--- src/rtl/ram_arb_pkg.sv ---
// Shared types and helpers for the multi-client RAM arbiter.
package ram_arb_pkg;

  // Arbitration policy selector.
  typedef enum logic [0:0] {
    ARB_ROUND_ROBIN = 1'b0,
    ARB_FIXED_PRIO  = 1'b1
  } arb_mode_e;

  // Width of a client index / round-robin pointer, never narrower than one bit.
  function automatic int ptr_width(input int n);
    return (n > 2) ? $clog2(n) : 1;
  endfunction

endpackage

--- src/rtl/ram_arb_pick.sv ---
// Combinational grant picker: first requester at or after 'start', wrapping.
// With start tied to zero it degenerates to fixed priority (index 0 highest).
module ram_arb_pick #(
  parameter int N     = 4,
  parameter int PTR_W = 2
) (
  input  logic [N-1:0]     req,
  input  logic [PTR_W-1:0] start,
  output logic [N-1:0]     grant,
  output logic [PTR_W-1:0] grant_idx
);

  localparam logic [N-1:0] ONE = {{(N-1){1'b0}}, 1'b1};

  logic [N-1:0] at_or_after;
  logic [N-1:0] masked;
  logic [N-1:0] pool;

  // Mask of positions that come no earlier than the start pointer.
  for (genvar gi = 0; gi < N; gi++) begin : g_mask
    assign at_or_after[gi] = (PTR_W'(gi) >= start);
  end

  // Prefer requesters from start upward; if none, wrap to the low indices.
  assign masked = req & at_or_after;
  assign pool   = (|masked) ? masked : req;

  // Isolate the lowest set bit of the candidate pool.
  assign grant = pool & (~pool + ONE);

  // Encode the one-hot grant into an index.
  always_comb begin
    grant_idx = '0;
    for (int i = 0; i < N; i++) begin
      if (grant[i]) grant_idx = PTR_W'(i);
    end
  end

endmodule

--- src/rtl/ram_arbiter.sv ---
// N-client arbiter in front of a single-ported memory. Grants one client per
// cycle, holds the grant while the memory stalls, and routes read data back
// to the client whose read was accepted in the previous cycle.
module ram_arbiter
  import ram_arb_pkg::*;
#(
  parameter int        NUM_CLIENTS = 4,
  parameter int        ADDR_WIDTH  = 32,
  parameter int        DATA_WIDTH  = 32,
  parameter arb_mode_e ARB_MODE    = ARB_ROUND_ROBIN,
  localparam int       BYTE_COUNT  = DATA_WIDTH / 8
) (
  input  logic                              clk,
  input  logic                              reset,
  input  logic [NUM_CLIENTS-1:0]            c_en,
  input  logic [NUM_CLIENTS*ADDR_WIDTH-1:0] c_addr,
  input  logic [NUM_CLIENTS*DATA_WIDTH-1:0] c_data_w,
  input  logic [NUM_CLIENTS-1:0]            c_we,
  input  logic [NUM_CLIENTS*BYTE_COUNT-1:0] c_be,
  output logic [NUM_CLIENTS*DATA_WIDTH-1:0] c_data_r,
  output logic [NUM_CLIENTS-1:0]            c_delay,
  output logic                              m_en,
  output logic [ADDR_WIDTH-1:0]             m_addr,
  output logic [DATA_WIDTH-1:0]             m_data_w,
  output logic                              m_we,
  output logic [BYTE_COUNT-1:0]             m_be,
  input  logic [DATA_WIDTH-1:0]             m_data_r,
  input  logic                              m_delay
);

  localparam int PTR_W = ptr_width(NUM_CLIENTS);

  logic [PTR_W-1:0]       rr_ptr_reg, rr_ptr_next;
  logic                   lock_reg, lock_next;
  logic [PTR_W-1:0]       lock_idx_reg, lock_idx_next;
  logic                   rsp_valid_reg, rsp_valid_next;
  logic [PTR_W-1:0]       rsp_owner_reg, rsp_owner_next;

  logic [PTR_W-1:0]       pick_start;
  logic [NUM_CLIENTS-1:0] pick_grant;
  logic [PTR_W-1:0]       pick_idx;
  logic [NUM_CLIENTS-1:0] lock_onehot;
  logic                   lock_hit;
  logic [NUM_CLIENTS-1:0] grant;
  logic [PTR_W-1:0]       grant_idx;
  logic                   accept;

  // Fixed priority always scans from client 0.
  assign pick_start = (ARB_MODE == ARB_FIXED_PRIO) ? '0 : rr_ptr_reg;

  ram_arb_pick #(
    .N     (NUM_CLIENTS),
    .PTR_W (PTR_W)
  ) u_pick (
    .req       (c_en),
    .start     (pick_start),
    .grant     (pick_grant),
    .grant_idx (pick_idx)
  );

  for (genvar gi = 0; gi < NUM_CLIENTS; gi++) begin : g_lock
    assign lock_onehot[gi] = (lock_idx_reg == PTR_W'(gi));
  end

  // A lock only holds while its owner still requests; a dropped request
  // releases it and normal arbitration takes over in the same cycle.
  assign lock_hit  = lock_reg && |(lock_onehot & c_en);
  assign grant     = reset ? '0 : (lock_hit ? lock_onehot : pick_grant);
  assign grant_idx = lock_hit ? lock_idx_reg : pick_idx;
  assign m_en      = |grant;
  assign accept    = m_en && !m_delay;

  // Forward the granted client's request fields; idle port drives zeros.
  always_comb begin
    m_addr   = '0;
    m_data_w = '0;
    m_we     = 1'b0;
    m_be     = '0;
    for (int i = 0; i < NUM_CLIENTS; i++) begin
      if (grant[i]) begin
        m_addr   = c_addr[i*ADDR_WIDTH +: ADDR_WIDTH];
        m_data_w = c_data_w[i*DATA_WIDTH +: DATA_WIDTH];
        m_we     = c_we[i];
        m_be     = c_be[i*BYTE_COUNT +: BYTE_COUNT];
      end
    end
  end

  // Per-client stall and read-data routing.
  for (genvar gi = 0; gi < NUM_CLIENTS; gi++) begin : g_client
    assign c_delay[gi] = c_en[gi] && (!grant[gi] || m_delay);
    assign c_data_r[gi*DATA_WIDTH +: DATA_WIDTH] =
      (rsp_valid_reg && rsp_owner_reg == PTR_W'(gi)) ? m_data_r : '0;
  end

  // Next-state: lock on stall, advance pointer and record read owner on acceptance.
  always_comb begin
    rr_ptr_next    = rr_ptr_reg;
    lock_next      = 1'b0;
    lock_idx_next  = lock_idx_reg;
    rsp_valid_next = 1'b0;
    rsp_owner_next = rsp_owner_reg;
    if (m_en && m_delay) begin
      lock_next     = 1'b1;
      lock_idx_next = grant_idx;
    end
    if (accept) begin
      if (ARB_MODE == ARB_ROUND_ROBIN) begin
        rr_ptr_next = (grant_idx == PTR_W'(NUM_CLIENTS - 1)) ? '0 : grant_idx + PTR_W'(1);
      end
      if (!m_we) begin
        rsp_valid_next = 1'b1;
        rsp_owner_next = grant_idx;
      end
    end
  end

  // State registers; reset discards any in-flight transfer and its response.
  always_ff @(posedge clk or posedge reset) begin
    if (reset) begin
      rr_ptr_reg    <= '0;
      lock_reg      <= 1'b0;
      lock_idx_reg  <= '0;
      rsp_valid_reg <= 1'b0;
      rsp_owner_reg <= '0;
    end else begin
      rr_ptr_reg    <= rr_ptr_next;
      lock_reg      <= lock_next;
      lock_idx_reg  <= lock_idx_next;
      rsp_valid_reg <= rsp_valid_next;
      rsp_owner_reg <= rsp_owner_next;
    end
  end

endmodule

--- config.mk ---
export PLATFORM = sky130hd
export DESIGN_NAME = ram_arbiter
export DESIGN_NICKNAME = d
export VERILOG_FILES = /design/src/rtl/ram_arb_pkg.sv /design/src/rtl/ram_arb_pick.sv /design/src/rtl/ram_arbiter.sv
export SDC_FILE = /design/constraint.sdc
export NUM_CORES = 1
export LEC_CHECK = 0
export BUFFER_PORTS_ARGS = -buffer_cell sky130_fd_sc_hd__buf_4
export CAP_MARGIN = 20
export CORE_AREA = 4 4 199 201
export DETAILED_ROUTE_END_ITERATION = 12
export DIE_AREA = 0 0 203 205
export HOLD_SLACK_MARGIN = 0.06
export PLACE_DENSITY_LB_ADDON = 0.12
export SETUP_SLACK_MARGIN = 0.02
export SYNTH_ARGS = -nofsm -noshare
export SYNTH_HDL_FRONTEND = slang
export SYNTH_SLANG_ARGS = --single-unit
--- constraint.sdc ---
create_clock -name clk -period 10.9 [get_ports clk]
set_input_delay 3.27 -clock clk [delete_from_list [all_inputs] [get_ports clk]]
set_output_delay 3.27 -clock clk [all_outputs]
set_load 0.03 [all_outputs]
After elaboration in Yosys (flattened, before gate mapping)
Index checks and enable logic that the tools add are counted.
Operators by class
  add/subtract/negate cells: 2
  $lt $le $gt $ge: 4
  equality and inequality tests: 7
  mux-type cells: 31
  bitwise operators: 5
  reduce and logical (&&, ||, !) cells: 26
Operator list (number)
  two-way mux 32 bit: 12
  two-way mux 4 bit: 7
  AND 4 bit: 3
  OR reduction 4 bit: 3
  logical AND 1 bit: 11
  == test 2 bit, second input constant: 5
  two-way mux 1 bit: 8
  two-way mux 2 bit: 4
  zero test 1 bit: 5
  adder 4 x 1 -> 4 bit, second input constant: 1
  == test 2 x 1 -> 1 bit, second input constant: 2
  >= comparator 1 x 2 -> 1 bit, first input constant: 2
  >= comparator 2 bit, first input constant: 2
  zero test 2 bit: 2
  logical OR 1 bit: 4
  inverter 4 bit: 1
  adder 2 x 1 -> 2 bit, second input constant: 1
  AND reduction 2 bit: 1
  inverter 1 bit: 1
Word-level totals
  bits in registers: 8
  logic and storage cells: 80

Logic depth before layout (Yosys ltp)
Gate-level depths: netlist of run 1.
  depth after elaboration: 15
  mapped depth: 10

Modules after synthesis
A second synthesis of run 1 with hierarchy kept.
Unflattened totals
  cells, all modules: 558
  area, all modules: 3414.5 µm²
Modules (own cells, without submodules)
  ram_arbiter: instances 1, cells an instance 527, area each 3186.8 µm²
  ram_arb_pick: instances 1, cells an instance 31, area each 227.7 µm²

Least setup slack after synthesis of run 1
No wires, ideal clock.
  kind: input -> output
  start point: in c_en[0]
  end point: out m_data_w[11]
  arrival: 5.274 ns
  required time: 7.630 ns
  path slack: 2.356 ns
  stages on the path: 9
  path through: buf_2 > mux2i_2 > o22ai_4 > mux2i_1 > and2_1 > buf_6 > buf_2 > a222oi_1 > o21ai_0
Between the ends
  word-level cells in the longest chain between the ends: 12
  elaborated cells between the ends (all ways): 15
  those cells by class: add/sub: 1; mux: 7; bitwise: 4; reduce/logical: 3
RTL lines
  start: declaration: line ram_arbiter.sv:15  | input logic [NUM_CLIENTS-1:0] c_en,
  AND 4 bit: line ram_arb_pick.sv:25  | assign masked = req & at_or_after;
  OR reduction 4 bit: line ram_arb_pick.sv:26  | assign pool = (|masked) ? masked : req;
  two-way mux 4 bit: line ram_arb_pick.sv:26
  inverter 4 bit: line ram_arb_pick.sv:29  | assign grant = pool & (~pool + ONE);
  adder 4 x 1 -> 4 bit: line ram_arb_pick.sv:29
  AND 4 bit: line ram_arb_pick.sv:29
  two-way mux 4 bit * (2 in series): line ram_arbiter.sv:68  | assign grant = reset ? '0 : (lock_hit ? lock_onehot : pick_grant);
  two-way mux 32 bit (3 in series): line ram_arbiter.sv:80  | if (grant[i]) begin
  two-way mux 32 bit *: line ram_arbiter.sv:80
  end: declaration: line ram_arbiter.sv:24  | output logic [DATA_WIDTH-1:0] m_data_w,
Mark *: on every way between the ends. The rest lies on a longest branch, timed or not.

Worst setup path after layout of run 1
  start point: in c_en[0]
  end point: out m_be[1]
Between the ends
  word-level cells in the longest chain between the ends: 12
  elaborated cells between the ends (all ways): 15
  those cells by class: add/sub: 1; mux: 7; bitwise: 4; reduce/logical: 3
RTL lines
  AND 4 bit: line ram_arb_pick.sv:25
  OR reduction 4 bit: line ram_arb_pick.sv:26
  two-way mux 4 bit: line ram_arb_pick.sv:26
  inverter 4 bit: line ram_arb_pick.sv:29
  adder 4 x 1 -> 4 bit: line ram_arb_pick.sv:29
  AND 4 bit: line ram_arb_pick.sv:29
  two-way mux 4 bit * (2 in series): line ram_arbiter.sv:68
  two-way mux 4 bit (3 in series): line ram_arbiter.sv:80
  two-way mux 4 bit *: line ram_arbiter.sv:80
  end: declaration: line ram_arbiter.sv:26  | output logic [BYTE_COUNT-1:0] m_be,
Marks and branches as above.

==> impl_metrics.py, run 1 <==
metrics = {
    "cts": {
        "postCtsResizedCells": 0,
        "cts_tree": "done",
        "clk_latency_ps": 230,
        "cts_made_buffers": 3,
        "cts_sinks": 8,
        "cts-root-buf": "clkbuf_16",
        "postCtsSetupBuffers": 0,
        "htree_num_levels": 1,
        "clk_pin_slew_ps": 40,
        "cts_buffer_depth": 2,
        "postCtsHoldBufs": 0,
    },
    "synthesis": {
        "yosysTopAreaCellShare": 0.2595,
        "yosys_register_bits": 8,
        "ys.flop_type": "dfrtp_1",
        "ys_types": 44,
        "yosysWarningCount": 0,
        "async_reset_ff_frac": 1.000,
        "synth_top_area_cell": "and2_1",
        "synthCells": 479,
        "syn-cell-area_um2": 3158,
        "synth_fp_nets": 794,
        "yosysMostFrequentCell": "and2_1",
        "avgSynthCellArea_um2": 6.593,
        "yosysSeqAreaShare": 0.06339,
        "synth.area.top_cells": "and2_1 (26%), a222oi_1 (22%), a21oi_1 (7.1%)",
        "synth-edff-count": 0,
        "synth_top_cells_by_count": "and2_1 (131), a222oi_1 (68), a21oi_1 (45), nor2_1 (45), nand2_1 (38)",
    },
    "grt": {
        "antenna_found_initial": 1,
        "grt.total_usage": 0.1287,
        "gr-total-overflow": 0,
        "grt_pass1_wl_mm": 40.83,
        "grt_pass1_vias": 6214,
        "grt_max_degree": 51,
    },
    "sta": {
        "fmax_ghz": 0.1086,
        "period_share": 0.8448,
        "finalMaxSlewViolations": 0,
        "worst_pin_slew_ps": 1006,
        "setup_viol": 0,
        "holdWs_ps": 558.4,
        "maxSlewHeadroom": 0.3288,
        "period_minus_slack_ps": 9208,
        "fin_setup_tns_ps": 0,
        "finalHoldViolations": 0,
        "rsz0062_at_grt": "no",
        "fin_skew_ps": 0.3309,
    },
    "route": {
        "vias": 5754,
        "drc_errors": 0,
        "wl_per_cell_um": 20.54,
        "dr.first_iter.drc_count": 451,
        "avgViaCountPerCell": 3.914,
        "ant_nets": 0,
        "wl_mm": 30.20,
        "firstDrtPassIters": 9,
    },
    "worst_setup_path": {
        "criticalPathCategory": "in -> out",
        "crit_fanout": 38,
        "r2r_start": "lock_idx_reg[0]",
        "worstPathArrival_ps": 5940,
        "cpMostUsedCell": "buf_4",
        "worstPathRequired_ps": 7630,
        "critPathMaxStageDelay_ps": 730,
        "startpoint": "c_en[0]",
        "end_kind": "output port",
        "cp-start-kind": "input port",
        "crit_chain": "buf_4, mux2i_2, o22ai_4, mux2i_1, and2_2, buf_4, a222oi_1, o21ai_0, buf_4",
        "slowest_stage": "and2_2",
    },
    "final_layout": {
        "fin_nets": 1275,
        "syn_to_final_growth_pct": 140.5,
        "fin_area_um2": 7594,
        "drive_above_1_share": 0.5741,
    },
    "min_path": {
        "hp-start": "rsp_owner_reg[0]",
        "hp-class": "reg -> reg",
    },
    "power": {
        "p_total_uw": 1115,
        "comb_power_share": 0.887,
        "power.density_nw_per_um2": 146.9,
        "p_leak_uw": 0.003779,
        "netSwitchingFraction": 0.5792,
        "p_seq_frac": 0.059,
        "power_frac_clock": 0.054,
        "p_int_uw": 469.3,
        "ir_worst_vdd_mv": 0.08849,
        "p_sw_uw": 645.9,
    },
    "placed_design": {
        "portBuffers": 516,
        "post_dp_cell_area_um2": 7516,
        "hpwlAfterDp_mm": 25.73,
        "place_congestion": 0.8448,
    },
    "floorplanning": {
        "dieArea_um2": 41620,
        "ios": 517,
        "coreArea_um2": 37580,
        "die_y_um": 205,
        "die_w_um": 203,
        "rows": 71,
        "start_util": 0.08404,
    },
    "status": {
        "status": "finished clean",
    },
    "flow_run": {
        "max_cap_viol_count": 0,
    },
}
## kinds of logic (layout without fill, tap and decap cells)
logic type / Yosys count / after routing / share of synthesized area
simple gates: 232 / 232 / 0.3978
compound gates: 172 / 172 / 0.4156
buf+inv: 60 / 539 / 0.09509
flops: 8 / 8 / 0.06339
mux: 7 / 7 / 0.02813
other cells: 0 / 1 / 0
## worst paths after layout
path,endpoint,slack [ps],cells past startpoint
setup / recovery,m_be[1],1690,9
hold / removal,rsp_owner_reg[0],560,1
setup reg to reg,rsp_owner_reg[0],8140,7
hold reg to reg,rsp_owner_reg[0],560,1
max in group asynchronous,lock_idx_reg[0],7400,2
min in group asynchronous,lock_idx_reg[1],3250,2
## critical path: cells and delay by family
| kind | cells | cell delay [ps] |
|---|---|---|
| AOI/OAI and AO/OA | 3 | 640 |
| buffers and inverters | 3 | 800 |
| muxes | 2 | 460 |
| and+or+nand+nor | 1 | 730 |
## area by class of cell
class,instances,area [µm²]
tap,511,639.4
multi-input combinational,411,2679
antenna,1,2.502
sequential,8,200.2
clock buffer,3,75.07
fill,4335,29980
inverter,7,26.28
timing repair buffer,529,3971
## power groups by stage
stage	logic, µW	clock network, µW	registers (µW)
finish	989	60.7	65.5
global route	1050	64.2	68.3
CTS	1010	61.7	65.3
detailed placement	1010	0	65.1
global placement	1010	0	67.2
floorplan	589	0	52.1
## layer usage
metal,global-route usage,vias up,part of all wire
met5,0,-,0
met4,0.02813,0,0.019
met3,0.03958,20,0.098
met2,0.2699,366,0.56
met1,0.1198,2613,0.32
li1,-,2755,-
## cell usage in the layout, fill, tap and decap left out, types with 6 or more instances in the layout
cell type / synthesis / layout
nand2_1: 38 / 37
a222oi_1: 68 / 68
a21oi_1: 45 / 45
inv_1: 6 / 6
buf_4: 0 / 529
o21ai_1: 21 / 21
and2_1: 131 / 130
o21ai_0: 17 / 17
dfrtp_1: 8 / 8
nor2_1: 45 / 44
## per-stage QoR
stage / setup slack [ps] / util / cells
after floorplan: 2356 / - / 479
after global placement: 1610 / 0.2000 / 1466
after detailed placement: 1684 / 0.2000 / 1466
after CTS: 1655 / 0.2020 / 1469
after global routing: 1464 / 0.2021 / 1470
final: 1692 / 0.2021 / 1470
(Power assumes the default switching activity.)
==> inputs of run 2 (changes only) <==
==> constraint.sdc (replaced) <==
create_clock -name clk -period 9.1 [get_ports clk]
set_input_delay 2.73 -clock clk [delete_from_list [all_inputs] [get_ports clk]]
set_output_delay 2.73 -clock clk [all_outputs]
set_load 0.03 [all_outputs]
==> run 2 against run 1 <==
Against the previous run:
- combinational power up 21%
- routed wire length is 1.8% higher
- largest cell class unchanged
- sequential cell count is the same
- critical path depth unchanged
==> impl_metrics.py, run 2 (synthesis results as in run 1) <==
metrics = {
    "final_layout": {
        "drive_above_1_share": 0.5757,
        "regArea_um2": 200.2,
        "layoutNonFillerInstCount": 1477,
        "final_common_cell": "buf_4",
        "fin_nets": 1281,
        "syn_to_final_growth_pct": 142.3,
        "multi_input_comb_area_um2": 2676,
        "fillCellCount": 4307,
        "layout_common_cells": "buf_4 (534), and2_1 (130), a222oi_1 (68), a21oi_1 (45), nor2_1 (44)",
    },
    "placed_design": {
        "portBuffers": 516,
        "place_inst": 1472,
        "hpwlAfterDp_mm": 26.32,
        "place_congestion": 0.8504,
    },
    "power": {
        "p_leak_uw": 0.003816,
        "ir_worst_vdd_mv": 0.08149,
        "power.density_nw_per_um2": 175.8,
    },
    "route": {
        "avgViaCountPerCell": 3.906,
        "vias": 5769,
        "ant_nets": 0,
        "dr.first_iter.drc_count": 506,
        "wl_mm": 30.75,
        "wl_per_cell_um": 20.82,
        "firstDrtPassIters": 7,
        "drc_errors": 0,
    },
    "floorplanning": {
        "ios": 517,
        "die_y_um": 205,
        "die_w_um": 203,
        "start_util": 0.08404,
        "coreArea_um2": 37580,
        "dieArea_um2": 41620,
        "rows": 71,
    },
    "worst_setup_path": {
        "cp-start-kind": "input port",
        "cpMostUsedCell": "buf_4",
        "critPathMaxStageDelay_ps": 540,
        "rr_endpoint": "rsp_owner_reg[0]",
        "worstPathRequired_ps": 6370,
        "crit_fanout": 31,
        "startpoint": "c_en[0]",
        "critPathBufInv": 3,
        "crit_chain": "buf_4, mux2i_2, o22ai_4, mux2i_1, and2_2, buf_4, a222oi_1, o21ai_0, buf_4",
        "worstPathArrival_ps": 5230,
        "slowest_stage": "and2_2",
        "r2r_cells": 8,
        "crit_family": "buffers and inverters",
        "reg2reg_slack_ps": 5970,
        "crit_path_end": "m_data_w[9]",
        "crit_cells": 9,
        "criticalPathCategory": "in -> out",
        "end_kind": "output port",
        "r2r_start": "lock_idx_reg[0]",
    },
    "status": {
        "status": "finished clean",
    },
    "grt": {
        "antenna_found_initial": 2,
        "grt_pass1_wl_mm": 41.90,
        "gr-total-overflow": 0,
        "grt.total_usage": 0.1329,
        "grt_max_degree": 41,
        "grt_pass1_vias": 6248,
    },
    "sta": {
        "period_minus_slack_ps": 7963,
        "fin_skew_ps": 0.4610,
        "period_share": 0.8750,
        "fmax_ghz": 0.1256,
        "worst_pin_slew_ps": 864.2,
        "finalMaxSlewViolations": 0,
        "finalHoldViolations": 0,
        "rsz0062_at_grt": "no",
        "maxSlewHeadroom": 0.4225,
        "setup_viol": 0,
        "fin_setup_tns_ps": 0,
    },
    "cts": {
        "cts_tree": "done",
        "clk_pin_slew_ps": 40,
        "cts_sinks": 8,
        "cts_made_buffers": 3,
        "postCtsResizedCells": 0,
        "cts_buffer_depth": 2,
        "cts-root-buf": "clkbuf_16",
        "clk_latency_ps": 230,
        "postCtsSetupBuffers": 0,
        "postCtsHoldBufs": 0,
        "htree_num_levels": 1,
    },
    "flow_run": {
        "max_cap_viol_count": 0,
    },
    "min_path": {
        "hp-class": "reg -> reg",
    },
}
-- run 2: cell count changes in the layout (fill, tap and decap cells not counted), sizes merged --
cell,before,now
buf,529,535
diode,1,2
-- run 2: routing by layer --
metal,global-route usage,up-vias,part of all wire
met3,0.03958,22,0.096
li1,-,2777,-
met5,0,-,0
met1,0.1259,2599,0.32
met4,0.03177,0,0.019
met2,0.2758,371,0.57
-- run 2: worst min path at each step --
stage	cells after the start	from	endpoint	slack, ps
floorplan	1	rsp_owner_reg[0]	rsp_owner_reg[0]	510
CTS	1	rsp_owner_reg[0]	rsp_owner_reg[0]	550
global route	1	rsp_owner_reg[0]	rsp_owner_reg[0]	570
global placement	1	rsp_owner_reg[0]	rsp_owner_reg[0]	540
finish	1	rsp_owner_reg[0]	rsp_owner_reg[0]	540
detailed placement	1	rsp_owner_reg[0]	rsp_owner_reg[0]	540
-- run 2: power by group --
part	switching [µW]	total (µW)	internal [µW]
combinational	731	1200	464
sequential	26.6	77.5	50.8
clock	15.5	72.0	56.5
-- run 2: final cells by class --
| class | instances | area share |
|---|---|---|
| diodes | 2 | 0.0006541 |
| clock buffers | 3 | 0.009812 |
| inverters | 7 | 0.003434 |
| multi-input cells | 411 | 0.3498 |
| flip-flops and latches | 8 | 0.02617 |
| well taps | 511 | 0.08356 |
| repair buffers | 535 | 0.5266 |
-- run 2: worst reg2reg max path: cells and delay by family (launching register included) --
| family | cells | cell delay (ps) |
|---|---|---|
| AO/OA/AOI/OAI | 3 | 550 |
| buffers and inverters | 1 | 340 |
| flip-flops | 1 | 540 |
| multiplexers | 2 | 680 |
| AND/OR/NAND/NOR | 2 | 900 |
-- run 2: metrics by stage --
stage / area [µm²] / setup slack (ps) / utilization / total power (µW) / hold WS (ps)
final: 7651 / 1137 / 0.2036 / 1345 / 538.0
after global placement: 7571 / 1103 / 0.2015 / 1307 / 540.4
after CTS: 7646 / 1150 / 0.2035 / 1371 / 547.8
after global routing: 7651 / 918.0 / 0.2036 / 1431 / 568.1
after detailed placement: 7571 / 1151 / 0.2015 / 1294 / 540.1
after floorplan: 3158 / 1636 / - / 767.4 / 510.3
